File: config.mk
export PLATFORM = sky130hd
export DESIGN_NAME = power_charge
export DESIGN_NICKNAME = d
export VERILOG_FILES = /design/src/rtl/power_charge_pkg.sv /design/src/rtl/power_charge_btn_debounce.sv /design/src/rtl/power_charge.sv
export SDC_FILE = /design/constraint.sdc
export NUM_CORES = 1
export LEC_CHECK = 0
export CAP_MARGIN = 15
export CORE_ASPECT_RATIO = 2
export CORE_MARGIN = 1.5
export CORE_UTILIZATION = 61
export DETAILED_ROUTE_END_ITERATION = 8
export PLACE_DENSITY = 0.86
export SLEW_MARGIN = 15
export SYNTH_ARGS = -nofsm -noshare
export SYNTH_HDL_FRONTEND = slang
export SYNTH_SLANG_ARGS = --single-unit
export TNS_END_PERCENT = 1
File: constraint.sdc
create_clock -name clk60MHz -period 3.2 [get_ports clk60MHz]
set_input_delay 0.64 -clock clk60MHz [delete_from_list [all_inputs] [get_ports clk60MHz]]
set_output_delay 0.64 -clock clk60MHz [all_outputs]
set_load 0.01 [all_outputs]
File: src/rtl/power_charge_pkg.sv
// Shared game definitions: charge FSM states, power width and default timing.
package power_charge_pkg;

    typedef enum logic [2:0] {
        IDLE,
        ARMED,
        READY,
        CHARGE,
        FIRE,
        FLIGHT
    } charge_state_t;

    localparam int unsigned POWER_W      = 4;
    localparam int unsigned CLK_HZ       = 60000000;
    localparam int unsigned RAMP_DIV     = CLK_HZ / 20;   // 20 Hz power steps
    localparam int unsigned DEBOUNCE_CYC = CLK_HZ / 100;  // 10 ms stable window

    // Counter width for a value range of n, never narrower than one bit.
    function automatic int unsigned width_of(input int unsigned n);
        return (n <= 2) ? 1 : $clog2(n);
    endfunction

endpackage

File: src/rtl/power_charge_btn_debounce.sv
// Two-flop synchroniser plus stable-window debounce for a mechanical button.
module btn_debounce
    import power_charge_pkg::*;
#(
    parameter int unsigned DEBOUNCE_CYC = power_charge_pkg::DEBOUNCE_CYC
) (
    input  logic clk60MHz,
    input  logic rst,
    input  logic din,
    output logic dout
);

    localparam int unsigned CNT_W = width_of(DEBOUNCE_CYC + 1);

    logic             sync1;
    logic             sync2;
    logic [CNT_W-1:0] cnt;

    // Bring the asynchronous level into the clock domain.
    always_ff @(posedge clk60MHz or negedge rst) begin
        if (!rst) begin
            sync1 <= 1'b0;
            sync2 <= 1'b0;
        end else begin
            sync1 <= din;
            sync2 <= sync1;
        end
    end

    // Accept a new level only after it has differed for a full window; any bounce restarts it.
    always_ff @(posedge clk60MHz or negedge rst) begin
        if (!rst) begin
            cnt  <= '0;
            dout <= 1'b0;
        end else if (sync2 == dout) begin
            cnt <= '0;
        end else if (cnt == CNT_W'(DEBOUNCE_CYC - 1)) begin
            cnt  <= '0;
            dout <= sync2;
        end else begin
            cnt <= cnt + CNT_W'(1);
        end
    end

endmodule

File: src/rtl/power_charge.sv
// Turns the left-button level into a charged throw: triangle power ramp while held, fire on release.
module power_charge
    import power_charge_pkg::*;
#(
    parameter int unsigned RAMP_DIV     = power_charge_pkg::RAMP_DIV,
    parameter int unsigned DEBOUNCE_CYC = power_charge_pkg::DEBOUNCE_CYC,
    parameter int unsigned MIN_POWER    = 1,
    parameter int unsigned MAX_POWER    = 15
) (
    input  logic               clk60MHz,
    input  logic               rst,
    input  logic               left,
    input  logic               my_turn,
    input  logic               end_throw,
    output logic [POWER_W-1:0] power,
    output logic               charging,
    output logic               throw_start,
    output logic               busy
);

    localparam int unsigned PRE_W      = width_of(RAMP_DIV);
    localparam int unsigned SETTLE_CYC = DEBOUNCE_CYC + 2;
    localparam int unsigned SET_W      = width_of(SETTLE_CYC + 1);
    localparam logic [POWER_W-1:0] PMIN = POWER_W'(MIN_POWER);
    localparam logic [POWER_W-1:0] PMAX = POWER_W'(MAX_POWER);

    logic               btn;
    logic [SET_W-1:0]   settle_cnt;
    logic               settled;

    charge_state_t      state;
    charge_state_t      state_nx;
    logic [POWER_W-1:0] power_nx;
    logic [POWER_W-1:0] power_up;
    logic [POWER_W-1:0] power_dn;
    logic               dir_up;
    logic               dir_up_nx;
    logic [PRE_W-1:0]   presc;
    logic [PRE_W-1:0]   presc_nx;
    logic               charging_nx;
    logic               throw_start_nx;
    logic               busy_nx;

    btn_debounce #(
        .DEBOUNCE_CYC(DEBOUNCE_CYC)
    ) u_debounce (
        .clk60MHz(clk60MHz),
        .rst     (rst),
        .din     (left),
        .dout    (btn)
    );

    // btn is not meaningful until the synchroniser and debounce window have filled after reset,
    // so a button held through reset is seen as held (ARMED) rather than as a fresh press.
    always_ff @(posedge clk60MHz or negedge rst) begin
        if (!rst) begin
            settle_cnt <= '0;
        end else if (!settled) begin
            settle_cnt <= settle_cnt + SET_W'(1);
        end
    end

    assign settled  = (settle_cnt == SET_W'(SETTLE_CYC));
    assign power_up = power + POWER_W'(1);
    assign power_dn = power - POWER_W'(1);

    // State, ramp datapath and registered outputs.
    always_ff @(posedge clk60MHz or negedge rst) begin
        if (!rst) begin
            state       <= IDLE;
            power       <= PMIN;
            dir_up      <= 1'b1;
            presc       <= '0;
            charging    <= 1'b0;
            throw_start <= 1'b0;
            busy        <= 1'b0;
        end else begin
            state       <= state_nx;
            power       <= power_nx;
            dir_up      <= dir_up_nx;
            presc       <= presc_nx;
            charging    <= charging_nx;
            throw_start <= throw_start_nx;
            busy        <= busy_nx;
        end
    end

    // Next-state, ramp stepping and output decode.
    always_comb begin
        state_nx  = state;
        power_nx  = power;
        dir_up_nx = dir_up;
        presc_nx  = presc;

        case (state)
            IDLE: begin
                if (my_turn && settled) begin
                    state_nx = btn ? ARMED : READY;
                end
            end
            ARMED: begin
                if (!btn) begin
                    state_nx = READY;
                end
            end
            READY: begin
                if (!my_turn) begin
                    state_nx = IDLE;
                end else if (btn) begin
                    state_nx  = CHARGE;
                    power_nx  = PMIN;
                    dir_up_nx = 1'b1;
                    presc_nx  = '0;
                end
            end
            CHARGE: begin
                if (!my_turn) begin
                    state_nx = IDLE;
                    power_nx = PMIN;
                end else if (!btn) begin
                    // Release beats a coincident prescaler wrap: power freezes as is.
                    state_nx = FIRE;
                end else if (presc == PRE_W'(RAMP_DIV - 1)) begin
                    presc_nx = '0;
                    if (dir_up) begin
                        power_nx = power_up;
                        if (power_up == PMAX) begin
                            dir_up_nx = 1'b0;
                        end
                    end else begin
                        power_nx = power_dn;
                        if (power_dn == PMIN) begin
                            dir_up_nx = 1'b1;
                        end
                    end
                end else begin
                    presc_nx = presc + PRE_W'(1);
                end
            end
            FIRE: begin
                state_nx = FLIGHT;
            end
            FLIGHT: begin
                if (end_throw) begin
                    state_nx = IDLE;
                end
            end
            default: begin
                state_nx = IDLE;
            end
        endcase

        charging_nx    = (state_nx == CHARGE);
        throw_start_nx = (state_nx == FIRE);
        busy_nx        = (state_nx == FIRE) || (state_nx == FLIGHT);
    end

endmodule

After elaboration in Yosys (flattened, before gate mapping)
Cells that the tools add are included.
Cells by class
  add/sub/neg operators: 5
  multiplexer cells: 33
  reductions and logical operators: 8
  equal/unequal tests: 21
  bitwise gates (word level): 1
Operator list (count)
  two-way mux 22 bit: 5
  one-hot mux 22 bit (2 select lines): 1
  adder 20 x 1 -> 20 bit (second input constant): 2
  == test 20 bit (second input constant): 2
  two-way mux 20 bit: 2
  two-way mux 4 bit: 6
  adder 22 x 1 -> 22 bit (second input constant): 1
  == test 22 bit (second input constant): 1
  two-way mux 3 bit: 7
  one-hot mux 3 bit (6 select lines): 1
  == test 3 bit (second input constant): 4
  AND reduction 5 bit: 2
  == test 3 x 2 -> 1 bit (second input constant): 3
  two-way mux 1 bit: 8
  one-hot mux 4 bit (2 select lines): 1
  != test 2 bit (second input constant): 3
  AND reduction 6 bit: 1
  adder 4 x 1 -> 4 bit (second input constant): 1
  == test 4 x 1 -> 1 bit (second input constant): 1
  == test 4 bit (second input constant): 1
  != test 2 x 1 -> 1 bit (second input constant): 2
  subtractor 4 x 1 -> 4 bit (second input constant): 1
  == test 3 x 1 -> 1 bit (second input constant): 1
  zero test 3 bit: 1
  10 further kinds: 10
Storage, ports and cells
  output and inout port bits: 7
  flip-flop bits (word level): 76
  word-level logic and storage cells: 80
  input port bits: 5

Longest topological paths before layout
Gate-level depths: netlist of run 1.
  depth in word-level cells: 8
  mapped depth: 9
  depth with buffers taken out: 6

Hierarchy
Synthesis of run 1 repeated with hierarchy kept, for this count alone.
Unflattened totals
  cells, all modules: 399
  area total of the unflattened synthesis: 3897.5 sq um
By module, submodules not included
  power_charge: times used 1, seq. area each 1328.8 sq um, area an instance 2787.7 sq um, cells an instance 289
  btn_debounce: times used 1, seq. area each 575.6 sq um, area an instance 1109.8 sq um, cells an instance 110

Worst setup path after synthesis of run 1
OpenSTA, ideal clock, no wires.
  path type: input to register
  start point: in my_turn
  end point: reg presc[19]
  path slack: 900 ps
  data arrival time: 2171 ps
  buffers on the path: 1
  data required time: 3071 ps
  setup time: 129 ps
  cell stages on the path: 6
  path through: clkbuf_2 -> nand4b_1 -> or4_4 -> or4_4 -> xor2_1 -> nor2_2
Between the ends
  longest elaborated chain between the ends: 2
  elaborated cells on any way between the ends: 3
  classes of those cells: 2 x eq/ne; 1 x reduce/logical
Ends and longest elaborated chain
  start: declaration: line power_charge.sv:13  | input logic my_turn,
  != test 2 bit (no line)
  AND reduction 5 bit (no line) *
  end signal: assignment: line power_charge.sv:81  | presc <= presc_nx;
  end: declaration: line power_charge.sv:38  | logic [PRE_W-1:0] presc;
Mark *: on every way between the ends. The rest lies on a longest branch, timed or not.
A chain may end at the register's enable or synchronous reset.

Worst setup path in the final report of run 1
  start point: reg presc[13]
  end point: reg presc[15]
Between the ends
  longest elaborated chain between the ends: 5
  elaborated cells on any way between the ends: 6
  classes of those cells: 1 x add/sub; 1 x eq/ne; 4 x mux
Ends and longest elaborated chain
  adder 22 x 1 -> 22 bit or == test 22 bit (tied branches): line power_charge.sv:137, power_charge.sv:123
  two-way mux 22 bit *: line power_charge.sv:123  | end else if (presc == PRE_W'(RAMP_DIV - 1)) begin
  two-way mux 22 bit *: line power_charge.sv:120  | end else if (!btn) begin
  two-way mux 22 bit *: line power_charge.sv:117  | if (!my_turn) begin
  one-hot mux 22 bit (2 select lines) *: line power_charge.sv:95  | case (state)
Mark *: on every way between the ends. The rest lies on a longest branch, timed or not. The select of a mux whose other input is x is not followed.

==> results of run 1 <==
==> cells by family (layout without fill, tap and decap cells) <==
family | count (synthesis) | count (layout) | synth area share
AND/OR/NAND/NOR | 191 | 191 | 0.253
flip-flops | 76 | 76 | 0.487
AO/OA/AOI/OAI | 49 | 49 | 0.0812
XOR/XNOR | 48 | 48 | 0.107
buffers and inverters | 33 | 50 | 0.0332
adder cells (fa/ha/maj) | 8 | 8 | 0.0256
multiplexers | 5 | 5 | 0.0131
==> final cells by class <==
| type | count | area [sq um] |
|---|---|---|
| flip-flops and latches | 76 | 1900 |
| clock buffers | 12 | 246 |
| well taps | 86 | 108 |
| fillers | 470 | 1830 |
| repair buffers | 17 | 153 |
| clock inverters | 4 | 72.6 |
| multi-input cells | 301 | 1880 |
| inverters | 17 | 63.8 |
==> synth_stat cells, drive strengths merged, types with 5 or more instances <==
master / n
dfrtp: 74
nor2: 48
nand3: 37
nand2: 36
xnor2: 34
inv: 16
nor3: 14
xor2: 14
a31oi: 12
clkbuf: 12
a21oi: 11
and3: 9
nand4: 9
ha: 8
nand2b: 7
nor4: 7
o21ai: 7
a41oi: 5
==> where the power goes <==
group | switching (mW) | internal [mW]
clock | 0.375 | 0.703
sequential | 0.0291 | 0.984
combinational | 0.0645 | 0.0503
==> per-stage QoR <==
step / hold slack (ns) / total power [mW] / cells / util / cell area [sq um]
after floorplan: 0.331 / 1.09 / 410 / - / 3910
after global placement: 0.340 / 1.14 / 497 / 0.656 / 4110
after detailed placement: 0.348 / 1.14 / 497 / 0.656 / 4110
after CTS: 0.359 / 2.22 / 513 / 0.707 / 4430
after global routing: 0.371 / 2.29 / 513 / 0.707 / 4430
final: 0.371 / 2.20 / 513 / 0.707 / 4430
==> final timing paths <==
check / start / to / depth (start not counted)
max: presc[13] / presc[15] / 5
min: u_debounce.sync1 / u_debounce.sync2 / 0
max reg2reg: presc[13] / presc[15] / 5
min reg2reg: u_debounce.sync1 / u_debounce.sync2 / 0
max in group asynchronous: rst / throw_start / 1
min in group asynchronous: rst / presc[11] / 1
==> flip-flops by register name, indices dropped and copies added, names as in the netlist, 3 cells and up <==
signal / count
settle_cnt: 20
state: 3
power: 4
presc: 22
u_debounce.cnt: 20
==> per-layer routing <==
layer,part of all wire,vias to the layer above
li1,-,1460
met2,0.56,68
met1,0.38,1543
met3,0.028,20
met5,0,-
met4,0.029,0
==> impl_results.md, run 1 <==
* Status: finished clean
* Worst path bufs/invs at 0
* Reg2Reg Setup Slack at 0.65 ns
* Die width at 59.6 um
* Post-synth EDFFs at 0
* Share of layout cells above drive strength 1 at 0.0796
* Die Y at 116 um
* H-tree Lvls at 3
* Largest net degree at the start of global routing at 77
* Area contributors post-synth: dfrtp_1 47%, xnor2_1 7.6%, nand3_1 4.7%
* Via count at 3091
* Gr usage total at 0.271
* Total CTS buffers at 9
* CP max FO at 9
* I/O pin count at 12
* Met3 Use GR at 0.0554
* GR met2 Demand/Resource at 0.465
* Max transition margin at 0.361
* # Post-CTS Setup Buffers at 0
* Buffers on Ports at 11
* Final ANT Viol Nets at 0
* Worst IR drop on VDD at 378 uV
* CTS tree: built
* Max Cap Viol at 0
* Cell taking the most area after synthesis: dfrtp_1
* Final Hold Fails at 0
* Via density at 6.03
* Initial antenna violation count at 0
* Crit path cell chain: or4_1 -> nor4_2 -> a21oi_1 -> nor2_1 -> nor2_1
* Avg Synthesized Cell Area at 9.55 sq um
* Crit path DAT at 2.73 ns
* Gpl congestion at 0.901
* Hold Crit Class: flop to flop
* Post-Place Worst Slack at 0.471 ns
* Min cycle time layout at 2.55 ns
* Setup Crit Path Kind: flop to flop
* Synth Flop Type: dfrtp_1
* Top delay family on crit path: simple AND/OR/NAND/NOR gates
* Leak Pwr at 1.81 nW
* Critical path required time at 3.39 ns
* Initial core utilization at 0.625
* Syn nets at 423
* Syn Std Cell Area at 3910 sq um
* Antenna Cells at 0
* Register bit total from synthesis at 76
* Setup TNS at 0 ns
* Startpoint type of the worst setup path: flop
* Worst path slowest cell: or4_1
* Hold-fix buffers at CTS at 0
* Drt total wl at 8380 um
* PwrDens at 498 nW/um^2
* DRC viols at 0
* Crit. End Element: flop
* Final Setup Violations at 0
* Max frequency at 393 MHz
* Synth Instances at 410
* Skew final at 0.00681 ns
* Grt total ovfl at 0
* Crit path largest cell delay at 0.54 ns
* Fin crit share at 0.795
* Clk pin slew, worst setup/hold paths at 0.06 ns
* Setup WS post-layout at 0.655 ns
* Commonest non-fill, non-tap cell in the layout: dfrtp_1
* Actual slew at the worst max-slew pin at 0.959 ns
* Ys async rst share at 1.00
* Most used cell, CP: nor2_1
* Max-slew violations at 0
* Skew-Pair Late Insertion Delay at 0.33 ns
* Register area share after synthesis at 0.487
* Vias in the first global route at 3100
* TritonRoute pass-1 iters at 4
* WL per Instance at 16.3 um
* DRT iter0 DRCs at 269
* Gr busiest metal: met2
* Yosys warnings at 0
* Post-DP HPWL at 5530 um
* Area of the die at 6930 sq um
* CTS root buffer: clkbuf_16
* Row cnt at 41
* Post-synth cell types at 46
* # nets final at 435
* Synth top area share at 0.473
* Commonest non-fill, non-tap cells in the layout: 74 x dfrtp_1, 47 x nor2_1, 37 x nand3_1, 36 x nand2_1, 34 x xnor2_1
* CTS max path bufs at 2
* CTS sink cnt at 76
* First-pass GRT wire length at 14300 um
* RSZ-0062 raised after global routing: no
* Resize count post-CTS at 0
* Met1 usage at 0.305
* Core Area at 6260 sq um
* Area growth syn-to-layout at 13.1%
Note: power is estimated with default switching activity, not from simulation.
==> run 2, diff against run 1 <==
Settings changed: CORE_UTILIZATION 61 to 55, PLACE_DENSITY 0.86 to 0.82.
Clock period 3.2 ns to 2.1 ns, I/O delays scaled along.
==> impl_results.md, run 2 (same netlist as run 1, synthesis figures left out) <==
* Power, Total at 3.26 mW
* Sw power at 0.748 mW
* Startpoint type of the worst setup path: flop
* Max reg flops at 22
* Buffers on Ports at 11
* Fin crit share at 0.975
* CTS max path bufs at 2
* Clk pin slew, worst setup/hold paths at 0.06 ns
* WL per Instance at 15.8 um
* Initial core utilization at 0.568
* DRT iter0 DRCs at 246
* Max-slew violations at 0
* Net Sw Frac at 0.229
* Min cycle time layout at 2.05 ns
* Post-DP HPWL at 6050 um
* Die width at 62.7 um
* CP max FO at 11
* Max transition margin at 0.639
* Reg2Reg Setup Slack at 0.05 ns
* Skew final at 0.0103 ns
* Total CTS buffers at 9
* Top Registers: presc x22, settle_cnt x20, u_debounce.cnt x20
* Levels on crit path at 6
* PwrDens at 699 nW/um^2
* Crit. End Element: flop
* Seq pwr share at 0.469
* Gr usage total at 0.245
* Worst IR drop on VDD at 675 uV
* Crit path largest cell delay at 0.55 ns
* Max frequency at 488 MHz
* # nets final at 461
* Final ANT Viol Nets at 0
* Hold Crit Class: input pin to async pin
* Core Area at 6890 sq um
* Worst R2R Path Depth at 6
* Clock share of power at 0.468
* Commonest non-fill, non-tap cells in the layout: 73 x dfrtp_1, 47 x nor2_1, 37 x nand3_1, 36 x nand2_1, 34 x xnor2_1
* Critical path required time at 2.32 ns
* R2r endpoint: presc[0]
* First-pass GRT wire length at 14600 um
* Critical path launch point: presc[13]
* Die Y at 122 um
* Top delay family on crit path: simple AND/OR/NAND/NOR gates
* CTS tree: built
* Drt total wl at 8590 um
* Final Hold Fails at 0
* Grt total ovfl at 0
* TritonRoute pass-1 iters at 5
* Largest net degree at the start of global routing at 41
* Leak Pwr at 1.95 nW
* DRC viols at 0
* Vias in the first global route at 3183
* Share of layout cells above drive strength 1 at 0.152
* CTS sink cnt at 76
* Most used cell, CP: buf_4
* Row cnt at 43
* Status: finished clean
* Via count at 3182
* Initial antenna violation count at 0
* Setup Crit Path Kind: flop to flop
* Commonest non-fill, non-tap cell in the layout: dfrtp_1
* Via density at 5.86
* Max Cap Viol at 0
* Worst setup path end: presc[0]
* Skew-Pair Late Insertion Delay at 0.34 ns
* Crit path DAT at 2.27 ns
* Worst path bufs/invs at 2
* Gate power share at 0.063
* Final Setup Violations at 0
* H-tree Lvls at 3
* Antenna Cells at 0
* I/O pin count at 12
* Reg2reg start: presc[13]
* Int Power at 2.51 mW
* Worst path slowest cell: or4_4
* Area growth syn-to-layout at 19.2%
* Actual slew at the worst max-slew pin at 0.541 ns
* Area of the die at 7660 sq um
* Crit path cell chain: or4_4 -> nor4_4 -> buf_4 -> a21oi_1 -> buf_4 -> mux2_2
* Biggest register: presc
* Fin util at 0.677
* Gpl congestion at 0.875
* CTS root buffer: clkbuf_16
## run 2: changes by cell type in the layout (fill, tap and decap cells not counted), sizes merged
cell           before  now
clkinvlp            1    0
buf                 7   33
clkinv              2    6
dlygate4sd2         0    1
inv                16   17
bufinv              2    1
clkbuf             12    9
clkdlybuf4s50      10    9
## run 2: layout make-up
type / count / area, sq um
Fill cell: 561 / 2220
Multi-Input combinational cell: 301 / 1920
Sequential cell: 76 / 1910
Timing Repair Buffer: 43 / 359
Clock buffer: 9 / 225
Tap cell: 90 / 113
Clock inverter: 7 / 75.1
Inverter: 17 / 63.8
## run 2: metrics by stage
step | TNS [ns] | instances | instance area (sq um) | hold WS [ns] | setup slack [ns]
final | 0 | 543 | 4660 | 0.0626 | 0.0520
after detailed placement | -0.934 | 526 | 4310 | 0.349 | -0.360
after CTS | 0 | 542 | 4620 | 0.0717 | 0.0526
after global routing | -0.00160 | 543 | 4660 | 0.104 | -0.00160
after floorplan | 0 | 410 | 3910 | 0.124 | 0.0196
after global placement | -0.791 | 526 | 4310 | 0.340 | -0.350
## run 2: worst reg2reg max path, stage by stage, from the launching register on
cell and delay, ns:
dfrtp_1 0.38, or4_4 0.55, nor4_4 0.28, buf_4 0.17, a21oi_1 0.08, buf_4 0.21, mux2_2 0.27
## run 2: per-layer routing
| metal | global-route usage | part of all wire | vias up |
|---|---|---|---|
| li1 | - | - | 1515 |
| met4 | 0.154 | 0.046 | 0 |
| met1 | 0.252 | 0.36 | 1546 |
| met3 | 0.0449 | 0.031 | 35 |
| met5 | 0 | 0 | - |
| met2 | 0.453 | 0.56 | 86 |
## run 2: how the worst min path moves through the flow
stage / slack, ns / end / cells past startpoint / startpoint
2_1_floorplan: 0.12 / busy / 0 / rst
3_3_place_gp: 0.34 / u_debounce.sync2 / 0 / u_debounce.sync1
3_5_place_dp: 0.35 / u_debounce.sync2 / 0 / u_debounce.sync1
4_1_cts: 0.07 / busy / 1 / rst
5_1_grt: 0.10 / u_debounce.cnt[15] / 1 / rst
6_report: 0.06 / presc[2] / 1 / rst
## run 2: power by group through the flow
stage | combinational, mW | clock (mW) | sequential (mW)
final | 0.204 | 1.53 | 1.53
after global routing | 0.229 | 1.62 | 1.54
after CTS | 0.206 | 1.56 | 1.53
after detailed placement | 0.203 | 0 | 1.56
after global placement | 0.197 | 0 | 1.55
after floorplan | 0.112 | 0 | 1.55
## run 2: timing repair
action	in CTS	in global routing
resized for setup	2	7
hold buffers	0	0
pin swaps	2	2
buffers inserted	0	1
setup endpoints to repair	6	4
